### config.mk
export PLATFORM = sky130hd
export DESIGN_NAME = dmem_ctrl_flat
export DESIGN_NICKNAME = d
export VERILOG_FILES = /design/src/rtl/dmem_ctrl_if.sv /design/src/rtl/dmem_ctrl.sv /design/src/flat_wrapper.sv
export SDC_FILE = /design/constraint.sdc
export NUM_CORES = 2
export LEC_CHECK = 0
export CAP_MARGIN = 10
export CORE_UTILIZATION = 30
export CTS_CLUSTER_DIAMETER = 50
export DETAILED_ROUTE_END_ITERATION = 10
export MAX_ROUTING_LAYER = met4
export PLACE_DENSITY_LB_ADDON = 0.12
export RECOVER_POWER = 50
export SYNTH_ARGS = -nofsm -noshare
export SYNTH_HDL_FRONTEND = slang
export SYNTH_SLANG_ARGS = --single-unit
### constraint.sdc
create_clock -name clk -period 6.28 [get_ports clk]
set_input_delay 0.628 -clock clk [delete_from_list [all_inputs] [get_ports clk]]
set_output_delay 0.628 -clock clk [all_outputs]
set_load 0.01 [all_outputs]
### src/rtl/dmem_ctrl_if.sv
// rtl/dmem_ctrl_if.sv - request/response bundle between the LSU and dmem_ctrl
interface dmem_ctrl_if #(
    parameter int ADDR_W = 9
) ();
    logic              req_valid;
    logic              req_ready;
    logic              req_we;
    logic [1:0]        req_size;
    logic              req_unsigned;
    logic [ADDR_W-1:0] req_addr;
    logic [31:0]       req_wdata;
    logic              rsp_valid;
    logic [31:0]       rsp_rdata;
    logic              rsp_err;

    modport master (
        output req_valid, req_we, req_size, req_unsigned, req_addr, req_wdata,
        input  req_ready, rsp_valid, rsp_rdata, rsp_err
    );

    modport slave (
        input  req_valid, req_we, req_size, req_unsigned, req_addr, req_wdata,
        output req_ready, rsp_valid, rsp_rdata, rsp_err
    );
endinterface

### src/rtl/dmem_ctrl.sv
// rtl/dmem_ctrl.sv - byte/half/word data memory with valid/ready requests and read latency
// Optional: DMEM_MISALIGN_TRAP_EN turns misaligned accesses into errors instead of force-aligning.
module dmem_ctrl #(
    parameter int ADDR_W   = 9,
    parameter int DEPTH    = 128,
    parameter int READ_LAT = 1
) (
    input  logic        clk,
    input  logic        rst_n,
    dmem_ctrl_if.slave  bus
);
    localparam int          IDX_W    = ADDR_W - 2;
    localparam int          MEM_AW   = (DEPTH > 1) ? $clog2(DEPTH) : 1;
    localparam logic [1:0]  LAT_LAST = 2'(READ_LAT - 1);

    typedef enum logic [1:0] {IDLE, BUSY, RESP} state_t;

    state_t      state_q, state_d;
    logic [1:0]  cnt_q, cnt_d;
    logic [31:0] mem [DEPTH];
    logic [31:0] hold_q;
    logic [1:0]  lane_q, size_q;
    logic        uns_q, err_q, we_q;

    logic              accept, bad, err_req;
    logic [ADDR_W-1:0] addr_eff;
    logic [IDX_W-1:0]  idx;
    logic [MEM_AW-1:0] mem_idx;
    logic [3:0]        be;
    logic [31:0]       wword;
    logic [31:0]       shifted, load_val;

    assign accept = bus.req_valid && (state_q == IDLE);

    always_comb begin
        addr_eff = bus.req_addr;
`ifdef DMEM_MISALIGN_TRAP_EN
        bad = ((bus.req_size == 2'b01) && bus.req_addr[0]) ||
              ((bus.req_size == 2'b10) && (bus.req_addr[1:0] != 2'b00));
`else
        bad = 1'b0;
        if (bus.req_size == 2'b01)
            addr_eff[0] = 1'b0;
        else if (bus.req_size == 2'b10)
            addr_eff[1:0] = 2'b00;
`endif
        idx     = addr_eff[ADDR_W-1:2];
        mem_idx = idx[MEM_AW-1:0];
        err_req = (bus.req_size == 2'b11) || (32'(idx) >= DEPTH) || bad;

        be    = 4'b0000;
        wword = bus.req_wdata;
        case (bus.req_size)
            2'b00: begin
                be    = 4'b0001 << addr_eff[1:0];
                wword = {4{bus.req_wdata[7:0]}};
            end
            2'b01: begin
                be    = addr_eff[1] ? 4'b1100 : 4'b0011;
                wword = {2{bus.req_wdata[15:0]}};
            end
            2'b10:   be = 4'b1111;
            default: be = 4'b0000;
        endcase
    end

    // Array and read-holding register carry no reset; a store lands at its acceptance edge.
    always_ff @(posedge clk) begin
        if (accept && !err_req) begin
            if (bus.req_we) begin
                for (int i = 0; i < 4; i++)
                    if (be[i]) mem[mem_idx][8*i +: 8] <= wword[8*i +: 8];
            end else begin
                hold_q <= mem[mem_idx];
            end
        end
    end

    always_ff @(posedge clk or negedge rst_n) begin
        if (!rst_n) begin
            state_q <= IDLE;
            cnt_q   <= 2'd0;
            lane_q  <= 2'd0;
            size_q  <= 2'd0;
            uns_q   <= 1'b0;
            err_q   <= 1'b0;
            we_q    <= 1'b0;
        end else begin
            state_q <= state_d;
            cnt_q   <= cnt_d;
            if (accept) begin
                lane_q <= addr_eff[1:0];
                size_q <= bus.req_size;
                uns_q  <= bus.req_unsigned;
                err_q  <= err_req;
                we_q   <= bus.req_we;
            end
        end
    end

    always_comb begin
        state_d = state_q;
        cnt_d   = cnt_q;
        case (state_q)
            IDLE: begin
                if (accept) begin
                    if (!bus.req_we && !err_req && (READ_LAT > 1)) begin
                        state_d = BUSY;
                        cnt_d   = 2'd1;
                    end else begin
                        state_d = RESP;
                    end
                end
            end
            BUSY: begin
                if (cnt_q == LAT_LAST) begin
                    state_d = RESP;
                    cnt_d   = 2'd0;
                end else begin
                    cnt_d = cnt_q + 2'd1;
                end
            end
            RESP:    state_d = IDLE;
            default: state_d = IDLE;
        endcase
    end

    always_comb begin
        shifted  = hold_q >> {lane_q, 3'b000};
        load_val = shifted;
        case (size_q)
            2'b00:   load_val = uns_q ? {24'd0, shifted[7:0]}
                                      : {{24{shifted[7]}}, shifted[7:0]};
            2'b01:   load_val = uns_q ? {16'd0, shifted[15:0]}
                                      : {{16{shifted[15]}}, shifted[15:0]};
            default: load_val = shifted;
        endcase
    end

    assign bus.req_ready = (state_q == IDLE);
    assign bus.rsp_valid = (state_q == RESP);
    assign bus.rsp_err   = (state_q == RESP) && err_q;
    assign bus.rsp_rdata = ((state_q == RESP) && !err_q && !we_q) ? load_val : 32'd0;

endmodule

### src/flat_wrapper.sv
// flat-port wrapper written by rule: the top's interface ports become plain ports
module dmem_ctrl_flat 
#(
    parameter int ADDR_W   = 9,
    parameter int DEPTH    = 128,
    parameter int READ_LAT = 1
)
  (clk, rst_n, bus_req_valid, bus_req_we, bus_req_size, bus_req_unsigned, bus_req_addr, bus_req_wdata, bus_req_ready, bus_rsp_valid, bus_rsp_rdata, bus_rsp_err);
  dmem_ctrl_if #(.ADDR_W(ADDR_W)) bus_i ();
  input  logic clk;
  input  logic rst_n;
  input wire logic [$bits(bus_i.req_valid)-1:0] bus_req_valid;
  input wire logic [$bits(bus_i.req_we)-1:0] bus_req_we;
  input wire logic [$bits(bus_i.req_size)-1:0] bus_req_size;
  input wire logic [$bits(bus_i.req_unsigned)-1:0] bus_req_unsigned;
  input wire logic [$bits(bus_i.req_addr)-1:0] bus_req_addr;
  input wire logic [$bits(bus_i.req_wdata)-1:0] bus_req_wdata;
  output wire logic [$bits(bus_i.req_ready)-1:0] bus_req_ready;
  output wire logic [$bits(bus_i.rsp_valid)-1:0] bus_rsp_valid;
  output wire logic [$bits(bus_i.rsp_rdata)-1:0] bus_rsp_rdata;
  output wire logic [$bits(bus_i.rsp_err)-1:0] bus_rsp_err;
  assign bus_i.req_valid = bus_req_valid;
  assign bus_i.req_we = bus_req_we;
  assign bus_i.req_size = bus_req_size;
  assign bus_i.req_unsigned = bus_req_unsigned;
  assign bus_i.req_addr = bus_req_addr;
  assign bus_i.req_wdata = bus_req_wdata;
  assign bus_req_ready = bus_i.req_ready;
  assign bus_rsp_valid = bus_i.rsp_valid;
  assign bus_rsp_rdata = bus_i.rsp_rdata;
  assign bus_rsp_err = bus_i.rsp_err;
  dmem_ctrl #(.ADDR_W(ADDR_W), .DEPTH(DEPTH), .READ_LAT(READ_LAT)) u_core (.clk(clk), .rst_n(rst_n), .bus(bus_i));
endmodule
# --- Yosys cells after proc, flatten, opt, wreduce, memory -nomap -nowiden ---
# Memories as Yosys holds them, arrays and structs flattened. A register that Yosys moved wholly into a read port is not among the register bits.
# Cells that the tools add are included.
word_totals:
  regBits: 11
  latchBits: 0
  ram_bits: 4096
  mem_bits_ro: 0
  inputBits: 48
  n_memories: 1
classes:
  addsub: 1
  n_mul: 0
  n_div: 0
  magnitude_cmp: 0
  n_eq_ne: 8
  shift: 2
  muxes: 30
  bitwise_logic: 1
  n_reduce_logical: 14
memory_table:
  columns: ["memory", "depth", "word_bits", "read_ports", "rd_clocked_by_memory_dff", "wr", "line", "rtl"]
  rows:
  - ["u_core.mem", 128, 32, 1, 1, 1, "dmem_ctrl.sv:20", "logic [31:0] mem [DEPTH];"]
op_table:
  columns: ["operator", "count"]
  rows:
  - ["$pmux 32 s2", 2]
  - ["$mux 32", 3]
  - ["$shr 32x5->32", 1]
  - ["$mux 1", 18]
  - ["$pmux 4 s3", 1]
  - ["$logic_not 2->1", 4]
  - ["$mux 2", 4]
  - ["$eq 2x1->1 const B", 3]
  - ["$eq 2x2->1 const B", 3]
  - ["$logic_and 1x1->1", 5]
  - ["$mux 4", 1]
  - ["$ne 2x1->1 const B", 2]
  - ["$pmux 2 s2", 1]
  - ["$reduce_and 2->1", 2]
  - ["$shl 1x2->4 const A", 1]
  - ["$logic_not 1->1", 3]
  - ["$add 2x1->2 const B", 1]
  - ["$not 1->1", 1]

# --- Depth between registers and ports, before layout ---
depth:
  depth_word: 9
  depth_mapped: 10
  depth_no_buf: 6

# --- Least setup slack after synthesis ---
# OpenSTA, ideal clock, no wires.
synth_path:
  kind: "input port to flip-flop"
  from: "in bus_req_size[0]"
  to: "mem u_core.mem[0][24], data pin"
  setup_ns: 1.197
  t_arrival_ns: 6.161
  slack_ns: -1.078
  cell_stages: 3
  cell_sequence: "buf_1 mux2i_1 o21ai_0"
synth_via:
  elab_chain_cells: 2
  word_cells_on_any_way: 3
synth_rtl:
  columns: ["element", "line", "rtl"]
  rows:
  - ["start: declaration", "flat_wrapper.sv:14", "input wire logic [$bits(bus_i.req_size)-1:0] bus_req_size;"]
  - ["$eq 2x1->1 or $logic_not 2->1 (tied branches)", "dmem_ctrl.sv:53", "case (bus.req_size)"]
  - ["$pmux 32 s2 *", "dmem_ctrl.sv:53", null]
  - ["named net u_core.wword[24]", "dmem_ctrl.sv:30", "logic [31:0] wword;"]
  - ["end: declaration", "dmem_ctrl.sv:20", null]
# Mark *: on every way through the listed nets, which the timed path passes. The rest lies on a longest branch.

# --- Worst setup path in the final report ---
layout_path:
  from: "in bus_req_wdata[5]"
  to: "mem u_core.mem[2][21], data pin"
layout_via:
  elab_chain_cells: 1
layout_rtl:
  columns: ["element", "line", "rtl"]
  rows:
  - ["start: declaration", "flat_wrapper.sv:17", "input wire logic [$bits(bus_i.req_wdata)-1:0] bus_req_wdata;"]
  - ["$pmux 32 s2", "dmem_ctrl.sv:53", null]
  - ["named net u_core.wword[21]", "dmem_ctrl.sv:30", null]
# The timed path passes the listed nets, and every way through them passes these cells.

==> impl_metrics.json <==
{
  "yosysTopAreaCell": "edfxtp_1",
  "place_area_mm2": 0.1714,
  "gr-total-overflow": 0,
  "grt_max_degree": 140,
  "syn_area_mm2": 0.1602,
  "setup_viol": 0,
  "rsz0062_at_grt": "false",
  "ys_types": 26,
  "fmax_mhz": 182.2,
  "p_total_uw": 63480,
  "cap_violations": 33,
  "pin_count": 83,
  "failed_checks": "max-capacitance violations, max-slew violations",
  "dp_hpwl_um": 322900,
  "drv_slew": 2237,
  "ant_nets": 0,
  "ys_seq_area_share_pct": 77.49,
  "drc": 0,
  "required_ns": 6.97,
  "dr.pass1.iters": 8,
  "power_frac_comb_pct": 5.1,
  "fp.dieW_um": 732.8,
  "cts_buffers": 520,
  "fin_cells": 14750,
  "area_growth_pct": 17.35,
  "fillers": 48800,
  "fin_area_mm2": 0.1880,
  "wl_um": 506200,
  "intPower_uw": 49570,
  "yosysWarnings": 0,
  "initial_utilization_pct": 30.11,
  "cts_buffer_depth": 4,
  "fin_skew_ns": 0.04481,
  "wl_per_cell_um": 34.33,
  "grt_pass1_wl_um": 688700,
  "cts.sinks": 4136,
  "vias": 75170,
  "irDropWorstVdd_mv": 0.3061,
  "holdWs_ns": 0.2297,
  "yosysTopAreaCellShare_pct": 77.37,
  "antenna_found_initial": 63,
  "reg2reg_setup_slack_ns": 1.03,
  "dr.first_iter.drc_count": 7971,
  "post_cts_resized": 0,
  "htreeDepth": 6,
  "clk_pin_slew_ns": 0.06,
  "powerDensity_mw_per_mm2": 337.6,
  "cts-root-buf": "clkbuf_16",
  "netlist_instances": 6774,
  "vias_per_cell": 5.097,
  "worst_setup_path_start_kind": "input port",
  "crit_type": "input port to flip-flop",
  "switching_share_pct": 21.92,
  "layout-drive-gt1-share_pct": 31.57,
  "fin_crit_sh_pct": 87.42,
  "port-buffer-count": 82,
  "finalCriticalPeriod_ns": 5.490,
  "slew_headroom_pct": -193.5,
  "track_usage_pct": 19.09,
  "die_y_um": 732.8,
  "tightest_slew_ns": 4.402,
  "syn_nets": 6822,
  "finalHoldViolCount": 0,
  "ys_top_cells_by_area": "edfxtp_1, mux4_2, nor2_1",
  "synth_seq_cells": 4136,
  "switching_power_uw": 13920,
  "p_clk_share_pct": 46.5,
  "endpoint_kind": "flip-flop",
  "cts_setup_buffers": 0,
  "dieArea_mm2": 0.5370,
  "setup_tns_ns": 0,
  "arrival_ns": 6.18,
  "place.gp.congestion": 0.8007,
  "fin_nets": 7332,
  "crit_fanout": 63,
  "place_inst": 13780,
  "p_leak_uw": 0.05693,
  "seqPwrFrac_pct": 48.4,
  "row_count": 268,
  "insertion_delay_ns": 1.07,
  "syn_area_per_cell_um2": 23.65,
  "tritoncts": "yes",
  "holdCritPathClass": "input port to flip-flop",
  "status": "finished with violations",
  "cts_hold_buf": 2,
  "grt_pass1_vias": 77940,
  "core_area_mm2": 0.5322
}
-- worst max-delay path, stage by stage --
cell	delay [ns]
clkbuf_1	2.00
mux2_1	2.30
clkbuf_2	1.03
-- synth_stat cells --
cell,count
a211oi_1,23
a21boi_0,1
a21oi_1,10
and2_1,9
and3_1,3
buf_1,40
buf_2,92
buf_6,1
clkbuf_1,264
dfrtp_1,8
edfxtp_1,4128
inv_1,6
mux2_2,51
mux2i_1,23
mux4_2,1345
nand2_1,161
nand2b_1,7
nor2_1,540
nor2b_1,10
nor3_1,12
o211ai_1,1
o21a_1,7
o21ai_0,26
o22ai_1,1
or2_2,3
or3_1,2
-- routing by layer --
layer  share of wire, %  wire length, um  vias up  GRT usage (%)
met1                 44           221100    41950          25.91
met2                 47           240100     2531          29.64
li1                   -                -    30040              -
met3                6.3            31840      648          3.635
met4                2.6            13260        0          4.932
met5                  0                0        -              -
-- power groups by stage --
stage               Clock [uW]  Sequential (uW)  Combinational [uW]
global placement             0            31200                3310
CTS                      30200            30700                3360
detailed placement           0            31200                3360
finish                   29500            30700                3230
floorplan                    0            31200                1810
global route             31200            30700                3420
-- metrics by stage --
stage	utilization (%)	setup WS [ns]
2_1_floorplan	-	1.111
3_3_place_gp	32.17	1.476
3_5_place_dp	32.20	1.557
4_1_cts	35.38	1.203
5_1_grt	35.32	0.5218
6_report	35.33	0.7901
-- final timing paths --
path / endpoint / depth (start not counted) / from
max in group asynchronous: u_core.lane_q[1] / 2 / rst_n
max: u_core.mem[2][21] / 3 / bus_req_wdata[5]
min in group asynchronous: u_core.uns_q / 2 / rst_n
min: u_core.uns_q / 3 / bus_req_unsigned
min reg2reg: u_core.we_q / 2 / u_core.we_q
max reg2reg: u_core.mem[83][12] / 7 / u_core.state_q[1]
-- sequential cells by signal, summed over array words and instances (netlist names) --
name and cells:
u_core.err_q 1, u_core.hold_q 32, u_core.lane_q 2, u_core.mem 4096
u_core.size_q 2, u_core.state_q 1, u_core.uns_q 1, u_core.we_q 1
-- area by class of cell --
| cell class | instances | area (um2) | area share (%) |
|---|---|---|---|
| Antenna cell | 52 | 130.1 | 0.06921 |
| Clock buffer | 620 | 13770 | 7.324 |
| Clock inverter | 292 | 3102 | 1.650 |
| Inverter | 6 | 22.52 | 0.01198 |
| Multi-Input combinational cell | 2235 | 34500 | 18.35 |
| Sequential cell | 4136 | 124200 | 66.03 |
| Tap cell | 7020 | 8783 | 4.671 |
| Timing Repair Buffer | 385 | 3558 | 1.893 |
-- cell usage in the layout, fill, tap and decap left out, types with 13 or more instances in the layout --
| cell | instances |
|---|---|
| a211oi_1 | 23 |
| buf_12 | 39 |
| buf_4 | 230 |
| bufinv_16 | 50 |
| clkbuf_1 | 105 |
| clkbuf_16 | 538 |
| clkdlybuf4s50_1 | 61 |
| clkinv_1 | 94 |
| clkinv_2 | 50 |
| clkinv_4 | 18 |
| clkinvlp_4 | 29 |
| diode_2 | 52 |
| edfxtp_1 | 4128 |
| inv_6 | 33 |
| mux2_1 | 13 |
| mux2_2 | 36 |
| mux2i_1 | 23 |
| mux4_2 | 1345 |
| nand2_1 | 160 |
| nor2_1 | 536 |
| o21ai_0 | 24 |
-- cells by family (layout without fill, tap and decap cells) --
logic type             after synthesis  in the layout  synth area share, %
flip-flops                        4136           4136                77.49
multiplexers                      1419           1419                19.41
AND/OR/NAND/NOR                    747            747                1.813
buffers and inverters              403           1303                1.021
AO/OA/AOI/OAI                       69             69               0.2663
other                                0             52                    0
(Power assumes the default switching activity.)
